**config.mk**
```make
export PLATFORM = sky130hd
export DESIGN_NAME = execute_stage
export DESIGN_NICKNAME = d
export VERILOG_FILES = /design/src/rtl/execute_stage.sv
export SDC_FILE = /design/constraint.sdc
export NUM_CORES = 1
export LEC_CHECK = 0
export CORE_AREA = 2 2 132 134
export CTS_CLUSTER_DIAMETER = 60
export CTS_CLUSTER_SIZE = 10
export DETAILED_ROUTE_END_ITERATION = 8
export DIE_AREA = 0 0 134 136
export DONT_BUFFER_PORTS = 1
export GPL_ROUTABILITY_DRIVEN = 0
export PLACE_DENSITY = 0.47
export SLEW_MARGIN = 5
export SYNTH_ARGS = -nofsm -noshare
export SYNTH_HDL_FRONTEND = slang
export SYNTH_SLANG_ARGS = --single-unit
```
**constraint.sdc**
```tcl
create_clock -name clk -period 6 [get_ports clk]
set_input_delay 1.2 -clock clk [delete_from_list [all_inputs] [get_ports clk]]
set_output_delay 1.2 -clock clk [all_outputs]
set_load 0.1 [all_outputs]
```
**src/rtl/execute_stage.sv**
```systemverilog
// execute_stage: EX stage of the 16-bit pipelined MIPS.
//
// Registers the ALU result, store data, destination register, branch target and the
// memory/writeback controls into the EX/MEM outputs. An iterative shift-add multiplier
// (R-type funct 110) holds the upstream stages through 'stall' while it runs. 'flush'
// squashes the op in flight and aborts a running multiply.
//
// Configuration macro: EX_MUL_EN
//   defined   - multiplier FSM and stall logic are built
//   undefined - funct 110 gives result 0 with 1-cycle latency; stall tied to 0
//
// Ports:
//   clk, rst                 clock, synchronous active-high reset
//   flush                    turn this cycle's EX/MEM load into a bubble
//   PC_plus_two              PC+2 of the op in decode
//   read_data_1/2            operand A, operand B / store data
//   immediate                sign-extended immediate
//   rt, rd, funct            destination candidates, R-type function
//   RegDst..Branch, ALUOp    decode controls
//   stall                    hold PC, IF/ID and decode inputs this cycle
//   O_*                      registered EX/MEM outputs
module execute_stage #(
    parameter int unsigned DATA_W     = 16,
    parameter int unsigned REG_ADDR_W = 3
) (
    input  logic                  clk,
    input  logic                  rst,
    input  logic                  flush,
    input  logic [DATA_W-1:0]     PC_plus_two,
    input  logic [DATA_W-1:0]     read_data_1,
    input  logic [DATA_W-1:0]     read_data_2,
    input  logic [DATA_W-1:0]     immediate,
    input  logic [REG_ADDR_W-1:0] rt,
    input  logic [REG_ADDR_W-1:0] rd,
    input  logic [2:0]            funct,
    input  logic                  RegDst,
    input  logic                  ALUSrc,
    input  logic                  MemtoReg,
    input  logic                  RegWrite,
    input  logic                  MemRead,
    input  logic                  MemWrite,
    input  logic                  Branch,
    input  logic [1:0]            ALUOp,
    output logic                  stall,
    output logic [DATA_W-1:0]     O_alu_result,
    output logic [DATA_W-1:0]     O_write_data,
    output logic [REG_ADDR_W-1:0] O_write_register,
    output logic [DATA_W-1:0]     O_branch_target,
    output logic                  O_zero,
    output logic                  O_MemtoReg,
    output logic                  O_RegWrite,
    output logic                  O_MemRead,
    output logic                  O_MemWrite,
    output logic                  O_Branch
);

    logic [DATA_W-1:0]     op_b;
    logic [DATA_W-1:0]     alu_result;
    logic [DATA_W-1:0]     branch_target;
    logic [REG_ADDR_W-1:0] dest;
    logic [4:0]            ctl_in;   // {MemtoReg, RegWrite, MemRead, MemWrite, Branch}

    logic                  load_alu;
    logic                  load_mul;
    logic [DATA_W-1:0]     mul_result;
    logic [REG_ADDR_W-1:0] mul_dest;
    logic [4:0]            mul_ctl;

    assign op_b          = ALUSrc ? immediate : read_data_2;
    assign dest          = RegDst ? rd : rt;
    assign branch_target = PC_plus_two + (immediate << 1);
    assign ctl_in        = {MemtoReg, RegWrite, MemRead, MemWrite, Branch};

    // Single-cycle ALU; funct 110 yields 0 here, the product comes from the multiplier.
    always_comb begin
        alu_result = '0;
        unique case (ALUOp)
            2'b00: alu_result = read_data_1 + op_b;
            2'b01: alu_result = read_data_1 - op_b;
            2'b11: alu_result = read_data_1 & op_b;
            2'b10: begin
                case (funct)
                    3'b000: alu_result = read_data_1 + op_b;
                    3'b001: alu_result = read_data_1 - op_b;
                    3'b010: alu_result = read_data_1 & op_b;
                    3'b011: alu_result = read_data_1 | op_b;
                    3'b100: alu_result = {{(DATA_W-1){1'b0}},
                                          ($signed(read_data_1) < $signed(op_b))};
                    3'b101: alu_result = read_data_1 ^ op_b;
                    3'b110: alu_result = '0;
                    3'b111: alu_result = ~(read_data_1 | op_b);
                    default: alu_result = '0;
                endcase
            end
            default: alu_result = '0;
        endcase
    end

`ifdef EX_MUL_EN
    localparam int unsigned CNT_W = (DATA_W > 1) ? $clog2(DATA_W) : 1;

    typedef enum logic {StIdle, StBusy} state_e;

    state_e             state_q, state_d;
    logic [CNT_W-1:0]   count_q;
    logic [DATA_W-1:0]  acc_q, a_q, b_q;
    logic [DATA_W-1:0]  mul_sum;
    logic               is_mul;
    logic               capture;
    logic               step;

    assign is_mul  = (ALUOp == 2'b10) && (funct == 3'b110) && RegWrite;
    // Accumulator value after this cycle's step; on the last step it is the product.
    assign mul_sum    = acc_q + (b_q[0] ? a_q : '0);
    assign mul_result = mul_sum;

    always_comb begin
        state_d  = state_q;
        stall    = 1'b0;
        capture  = 1'b0;
        step     = 1'b0;
        load_mul = 1'b0;
        load_alu = 1'b0;
        if (rst || flush) begin
            state_d = StIdle;
        end else begin
            unique case (state_q)
                StIdle: begin
                    if (is_mul) begin
                        stall   = 1'b1;
                        capture = 1'b1;
                        state_d = StBusy;
                    end else begin
                        load_alu = 1'b1;
                    end
                end
                StBusy: begin
                    step  = 1'b1;
                    // Upstream advances on the final-step edge.
                    stall = (count_q != '0);
                    if (count_q == '0) begin
                        load_mul = 1'b1;
                        state_d  = StIdle;
                    end
                end
                default: state_d = StIdle;
            endcase
        end
    end

    always_ff @(posedge clk) begin
        if (rst) begin
            state_q  <= StIdle;
            count_q  <= '0;
            acc_q    <= '0;
            a_q      <= '0;
            b_q      <= '0;
            mul_dest <= '0;
            mul_ctl  <= '0;
        end else begin
            state_q <= state_d;
            if (capture) begin
                count_q  <= CNT_W'(DATA_W - 1);
                acc_q    <= '0;
                a_q      <= read_data_1;
                b_q      <= op_b;
                mul_dest <= dest;
                mul_ctl  <= ctl_in;
            end else if (step) begin
                count_q <= count_q - CNT_W'(1);
                acc_q   <= mul_sum;
                a_q     <= a_q << 1;
                b_q     <= b_q >> 1;
            end
        end
    end
`else
    assign stall      = 1'b0;
    assign load_alu   = ~flush;
    assign load_mul   = 1'b0;
    assign mul_result = '0;
    assign mul_dest   = '0;
    assign mul_ctl    = '0;
`endif

    // EX/MEM register. A bubble clears only the controls; data fields hold.
    always_ff @(posedge clk) begin
        if (rst) begin
            O_alu_result     <= '0;
            O_write_data     <= '0;
            O_write_register <= '0;
            O_branch_target  <= '0;
            O_zero           <= 1'b0;
            {O_MemtoReg, O_RegWrite, O_MemRead, O_MemWrite, O_Branch} <= 5'b0;
        end else if (load_alu) begin
            O_alu_result     <= alu_result;
            O_zero           <= (alu_result == '0);
            O_write_data     <= read_data_2;
            O_write_register <= dest;
            O_branch_target  <= branch_target;
            {O_MemtoReg, O_RegWrite, O_MemRead, O_MemWrite, O_Branch} <= ctl_in;
        end else if (load_mul) begin
            O_alu_result     <= mul_result;
            O_zero           <= (mul_result == '0);
            O_write_register <= mul_dest;
            {O_MemtoReg, O_RegWrite, O_MemRead, O_MemWrite, O_Branch} <= mul_ctl;
        end else begin
            {O_MemtoReg, O_RegWrite, O_MemRead, O_MemWrite, O_Branch} <= 5'b0;
        end
    end

endmodule

```
Word-level counts from Yosys, hierarchy flattened
Cells that the tools add are included.
- $add $sub $neg: 3
- $lt $le $gt $ge: 1
- equality and inequality tests: 10
- multiplexer cells: 4
- bitwise operators: 4
- reduce and logical (&&, ||, !) cells: 4
- operators by type and width (cell ; count):
    16-bit case mux with 8 select lines ; 1
    16-bit case mux with 4 select lines ; 1
    16-bit adder ; 2
    16-bit bitwise AND ; 1
    16-bit zero test ; 1
    16-bit less-than comparator ; 1
    16-bit 2-to-1 mux ; 1
    16-bit inverter ; 1
    16-bit OR ; 1
    16-bit subtractor ; 1
    16-bit XOR ; 1
    3-bit equality test (second input constant) ; 4
    3-bit by 2-bit equality test with 1-bit output (second input constant) ; 2
    2-bit equality test (second input constant) ; 2
    3-bit by 1-bit equality test with 1-bit output (second input constant) ; 1
    3-bit zero test ; 1
    3-bit 2-to-1 mux ; 1
    2-bit by 1-bit equality test with 1-bit output (second input constant) ; 1
    2-bit zero test ; 1
    2-bit OR reduction ; 1
- flip-flop bits (word level): 57
- output and inout bits: 58
- logic and storage cells: 36

Longest topological paths before layout
- depth in word-level cells: 6
- depth in mapped cells: 16
- depth with buffers taken out: 14

Worst setup path after synthesis
Ideal clock, no wire load.
- path type: input port to flip-flop
- from: input port ALUSrc
- to: register O_zero
- library setup time: 116 ps
- arrival time: 4749 ps
- path slack: 1135 ps
- stages on the path: 16
- buffers on the path: 2
- cell sequence: clkbuf_1 > clkbuf_1 > mux2i_1 > inv_1 > ha_1 > fa_1 > a21o_1 > a22oi_1 > a21oi_1 > a41oi_1 > xnor2_1 > o21bai_1 > o41ai_1 > a2111o_1 > nor4b_2 > a31o_1
- cells in the longest elaborated chain, start to end: 6
- elaborated cells between the ends (all ways): 11
- those cells by class: add/sub (2); order compare (1); mux (3); bitwise (4); reduce/logical (1)
- RTL lines (what ; line ; RTL):
    start: declaration ; 37 ; input logic ALUSrc,
    16-bit 2-to-1 mux (*) ; 69 ; assign op_b = ALUSrc ? immediate : read_data_2;
    branches (longest 3 deep; another with 16-bit subtractor) ; n/a ;
    16-bit case mux with 4 select lines (*) ; 77 ; unique case (ALUOp)
    16-bit zero test (*) ; 197 ; O_zero <= (alu_result == '0);
    end signal: assignment ; 197 ;
    end signal: assignment ; 204 ; O_zero <= (mul_result == '0);
    end: declaration ; 49 ; output logic O_zero,
Every way passes the cells marked *.
A chain may end at the register's enable or synchronous reset.

Worst setup path in the final report
Ends and elaborated chain as after synthesis.

==> results <==
- The synthesized net count is 899.
- The global-route wire length before repair is 30.27 mm.
- The run finished with clean final reports.
- After layout, the design draws a total of 0.001691 W.
- The worst setup path is launched from a primary input.
- The final critical path takes up around 69% of the cycle.
- The gate count of the mapped netlist is 749.
- Setup slack closes at between 1.5 and 2 ns.
- The leakage power total is 2.746 nW.
- Setup violations remaining at the end of the flow were counted as 0.
- The post-placement worst setup slack is approximately 1.5 ns.
- The class of the tightest hold or removal check is reg -> reg.
- For this run, the leading register cell type out of synthesis is sky130_fd_sc_hd__dfxtp_1.
- The number of global-route vias before repair is about 5.3k.
- The clock reaches the later pin of the worst-skew pair after 0.33 ns.
- The setup slack on the worst flop-to-flop path is about 4.6 ns.
- The number of synthesis warnings is 0.
- The average instance area after synthesis is 7.681 sq um.
- The worst reg2reg path depth is 3.
- The global-route congestion overflow total is 0.
- The core region is 16880 sq um.
- In this run the core area contains between 40 and 50 standard-cell rows.
- The number of nets still failing antenna checks after routing is 0.
- The fraction of layout cells with a size suffix above 1 is 5.525%.
- The source of the critical timing path is ALUSrc.
- The post-cts hold buffer count is 0.
- The critical path ends at O_zero$_SDFFE_PP0N_.
- Setup total negative slack on the finished layout was measured at 0 ns.
- Data on the critical path is required at its endpoint by ~6.3 ns.
- Data on the critical path arrives at its endpoint at between 4 and 5 ns.
- The critical path in this run is classified as in -> reg.
- The clock transition at the registers of the reported paths is 0.06 ns.
- The total I/O pin count is 143.
- In this run the vertical extent of the chip is between 100 and 150 um.
- The mean number of vias per cell is 5.738.
- The depth of the worst hold-timing path is 2.
- The count of clock tree sinks is 57.
- The post-CTS repair timing setup buffer count is 0.
- The floorplan step defined a die boundary enclosing 18220 sq um.
- The area after detailed placement is 5868 sq um.
- The number of antenna violations at the first check in global routing is 0.
- The cell area that synthesis handed to floorplanning was around 5800 sq um.
- The source of the worst register-to-register timing path is O_alu_result[10]$_SDFFE_PP0N_.
- Measured against its own limit, the worst slew margin works out to 29.55%.
- The number of H-tree levels is 3.
- The commonest cells after synthesis are sky130_fd_sc_hd__nor2_1 (94), sky130_fd_sc_hd__ha_1 (62), sky130_fd_sc_hd__mux2i_1 (59).
- The worst setup path is captured at a flip-flop.
- The count of final hold-check violations is 0.
- The detailed-route wire length per cell is about 20 um.
- Entering global routing, the biggest net connects 64 pins.
- TritonCTS built the clock tree.
- The dominant cell by count in the synthesized netlist is sky130_fd_sc_hd__nor2_1.
- The die span in x is 134 um.
- The highest clock frequency the design can meet is 240.8 MHz.
- In this run the power density over the cells is ~270 nW/um^2.
- The top cell type by total area after synthesis is sky130_fd_sc_hd__dfxtp_1.
- For the pin with the worst max-slew slack, the measured transition is 1.055 ns.
- VDD sags by at most 0.1408 mV.
- In the synthesized netlist the async set-or-reset flop fraction comes to 0%.
- The number of register bits inferred by synthesis is 57.
- The fraction of post-synthesis cell area in the top cell type by area is between 10% and 20%.
- The number of max-capacitance violations reported is 0.
- The deepest clock path buffer count is 2.
- The worst-case clock skew is 0 ns.
- By area the synthesized netlist is led by sky130_fd_sc_hd__dfxtp_1 (20%), sky130_fd_sc_hd__ha_1 (13%), sky130_fd_sc_hd__mux2i_1 (10%).
- The count of pins over their slew limit is 0.
- Yosys mapped a number of flops with a built-in enable equal to 0.
- For this configuration, the core starts out at a cell density of 34.09%.
- Counting the buffers created by CTS gives 9.
- The detailed-route DRC error count is 0.
- The endpoint identified for the worst register-to-register timing path is O_alu_result[10]$_SDFFE_PP0N_.
- The total number of nets in the final design is 869.
- Setup repair after global routing left no endpoint under its margin.
- The final critical-path required period is 4.153 ns.
- The part of the Yosys area used for sequential elements is 19.83%.
- The first detailed-routing pass ran for 6 iterations.
- The number of DRC markers after the initial detailed-route iteration is 550.
- 0 antenna diodes ended up in the layout.
- After synthesis, the netlist uses 74 different library cells.
- The total number of vias is 5445.
- Global routing used between 20% and 30% of the available tracks across all layers.
- The finished layout cell area is 6193 sq um.
- The number of port buffers is 0.
- The number of gates resized after CTS was 0.
- The final layout contains routed wiring with a total length of just under 20 mm.
- The HPWL after detailed placement is 14.75 mm.
- In this run the worst path has a maximum fanout of 16.
- The buffer type at the clock tree root is sky130_fd_sc_hd__clkbuf_16.
- The layout overhead on the synthesized area is 7.655%.
area by class of cell:
cell class	count	area [sq um]
Inverter	57	214.0
Tap cell	225	281.5
Timing Repair Buffer	2	15.01
Fill cell	1772	10680
Multi-Input combinational cell	592	4217
Sequential cell	57	1141
Clock buffer	9	225.2
Clock inverter	7	100.1
placed cells by master (no fill, tap or decap), drive strengths merged, types with 5 or more instances in the layout:
cell type / count
dfxtp: 57
nor2: 94
ha: 62
nor2b: 11
mux2i: 59
and2: 8
nand3: 13
nand2: 44
clkbuf: 9
o21bai: 7
o21ai: 44
a21o: 11
nand2b: 8
a21oi: 53
and3: 7
nor3: 13
xnor2: 28
a211oi: 11
o22ai: 19
or3: 5
a21boi: 5
o31ai: 9
inv: 60
state kept, by name, indices dropped and copies added, names as in the netlist:
register and cells:
O_RegWrite 1, O_Branch 1, O_write_register 3, O_MemWrite 1
O_MemRead 1, O_MemtoReg 1, O_zero 1, O_write_data 16
O_alu_result 16, O_branch_target 16
stage by stage:
stage               utilization (%)  hold WS [ns]  std cells
detailed placement            34.77        0.9122        933
finish                        36.70        0.9155        949
global placement              34.77        0.9112        933
global route                  36.70        0.9255        949
CTS                           36.70        0.9207        949
floorplan                         -        0.9052        749
power breakdown:
part / internal [W] / total [W] / switching (W) / leakage, nW
Clock: 0.000367 / 0.000560 / 0.000193 / 0.161
Sequential: 0.000408 / 0.000643 / 0.000235 / 0.470
Combinational: 0.000206 / 0.000488 / 0.000282 / 2.11
Total: 0.000981 / 0.00169 / 0.000710 / 2.75
critical path, stage by stage:
cell and delay, ns:
sky130_fd_sc_hd__mux2i_1 0.24, sky130_fd_sc_hd__inv_1 0.10, sky130_fd_sc_hd__ha_1 0.27, sky130_fd_sc_hd__fa_1 0.48, sky130_fd_sc_hd__a21o_1 0.23, sky130_fd_sc_hd__a221oi_1 0.48
sky130_fd_sc_hd__nor2b_1 0.22, sky130_fd_sc_hd__or3_1 0.12, sky130_fd_sc_hd__a31o_1 0.13, sky130_fd_sc_hd__a21oi_1 0.05, sky130_fd_sc_hd__a311oi_1 0.25, sky130_fd_sc_hd__nand4_1 0.16
sky130_fd_sc_hd__nor4b_2 0.31, sky130_fd_sc_hd__a31o_1 0.17
cell families (layout without fill, tap and decap cells):
group | count (synthesis) | count (layout) | share of synthesized area (%)
and+or+nand+nor | 215 | 215 | 17.07
xor gates and xnor gates | 32 | 32 | 4.872
DFF | 57 | 57 | 19.83
buffers and inverters | 100 | 75 | 6.873
adders and majority gates | 65 | 65 | 14.53
other | 1 | 1 | 0.06518
muxes | 61 | 61 | 10.66
AOI/OAI and AO/OA | 218 | 218 | 26.10
metal layers:
metal  track usage (%)  wire length (um)  share of wire (%)
met1             27.64              8335                 43
met4             4.669               236                1.2
met3             5.779              1776                9.1
met5                 0                 0                  0
met2             35.44              9097                 47
worst min path at each step:
stage | from | endpoint | slack [ns]
global route | rst | O_write_register[0]$_SDFFE_PP0N_ | 0.93
finish | O_branch_target[13]$_SDFFE_PP0N_ | O_branch_target[13]$_SDFFE_PP0N_ | 0.92
floorplan | O_alu_result[6]$_SDFFE_PP0N_ | O_alu_result[6]$_SDFFE_PP0N_ | 0.91
global placement | O_branch_target[12]$_SDFFE_PP0N_ | O_branch_target[12]$_SDFFE_PP0N_ | 0.91
CTS | O_branch_target[13]$_SDFFE_PP0N_ | O_branch_target[13]$_SDFFE_PP0N_ | 0.92
detailed placement | O_branch_target[13]$_SDFFE_PP0N_ | O_branch_target[13]$_SDFFE_PP0N_ | 0.91
No activity file was read; power rests on OpenSTA's default activity.
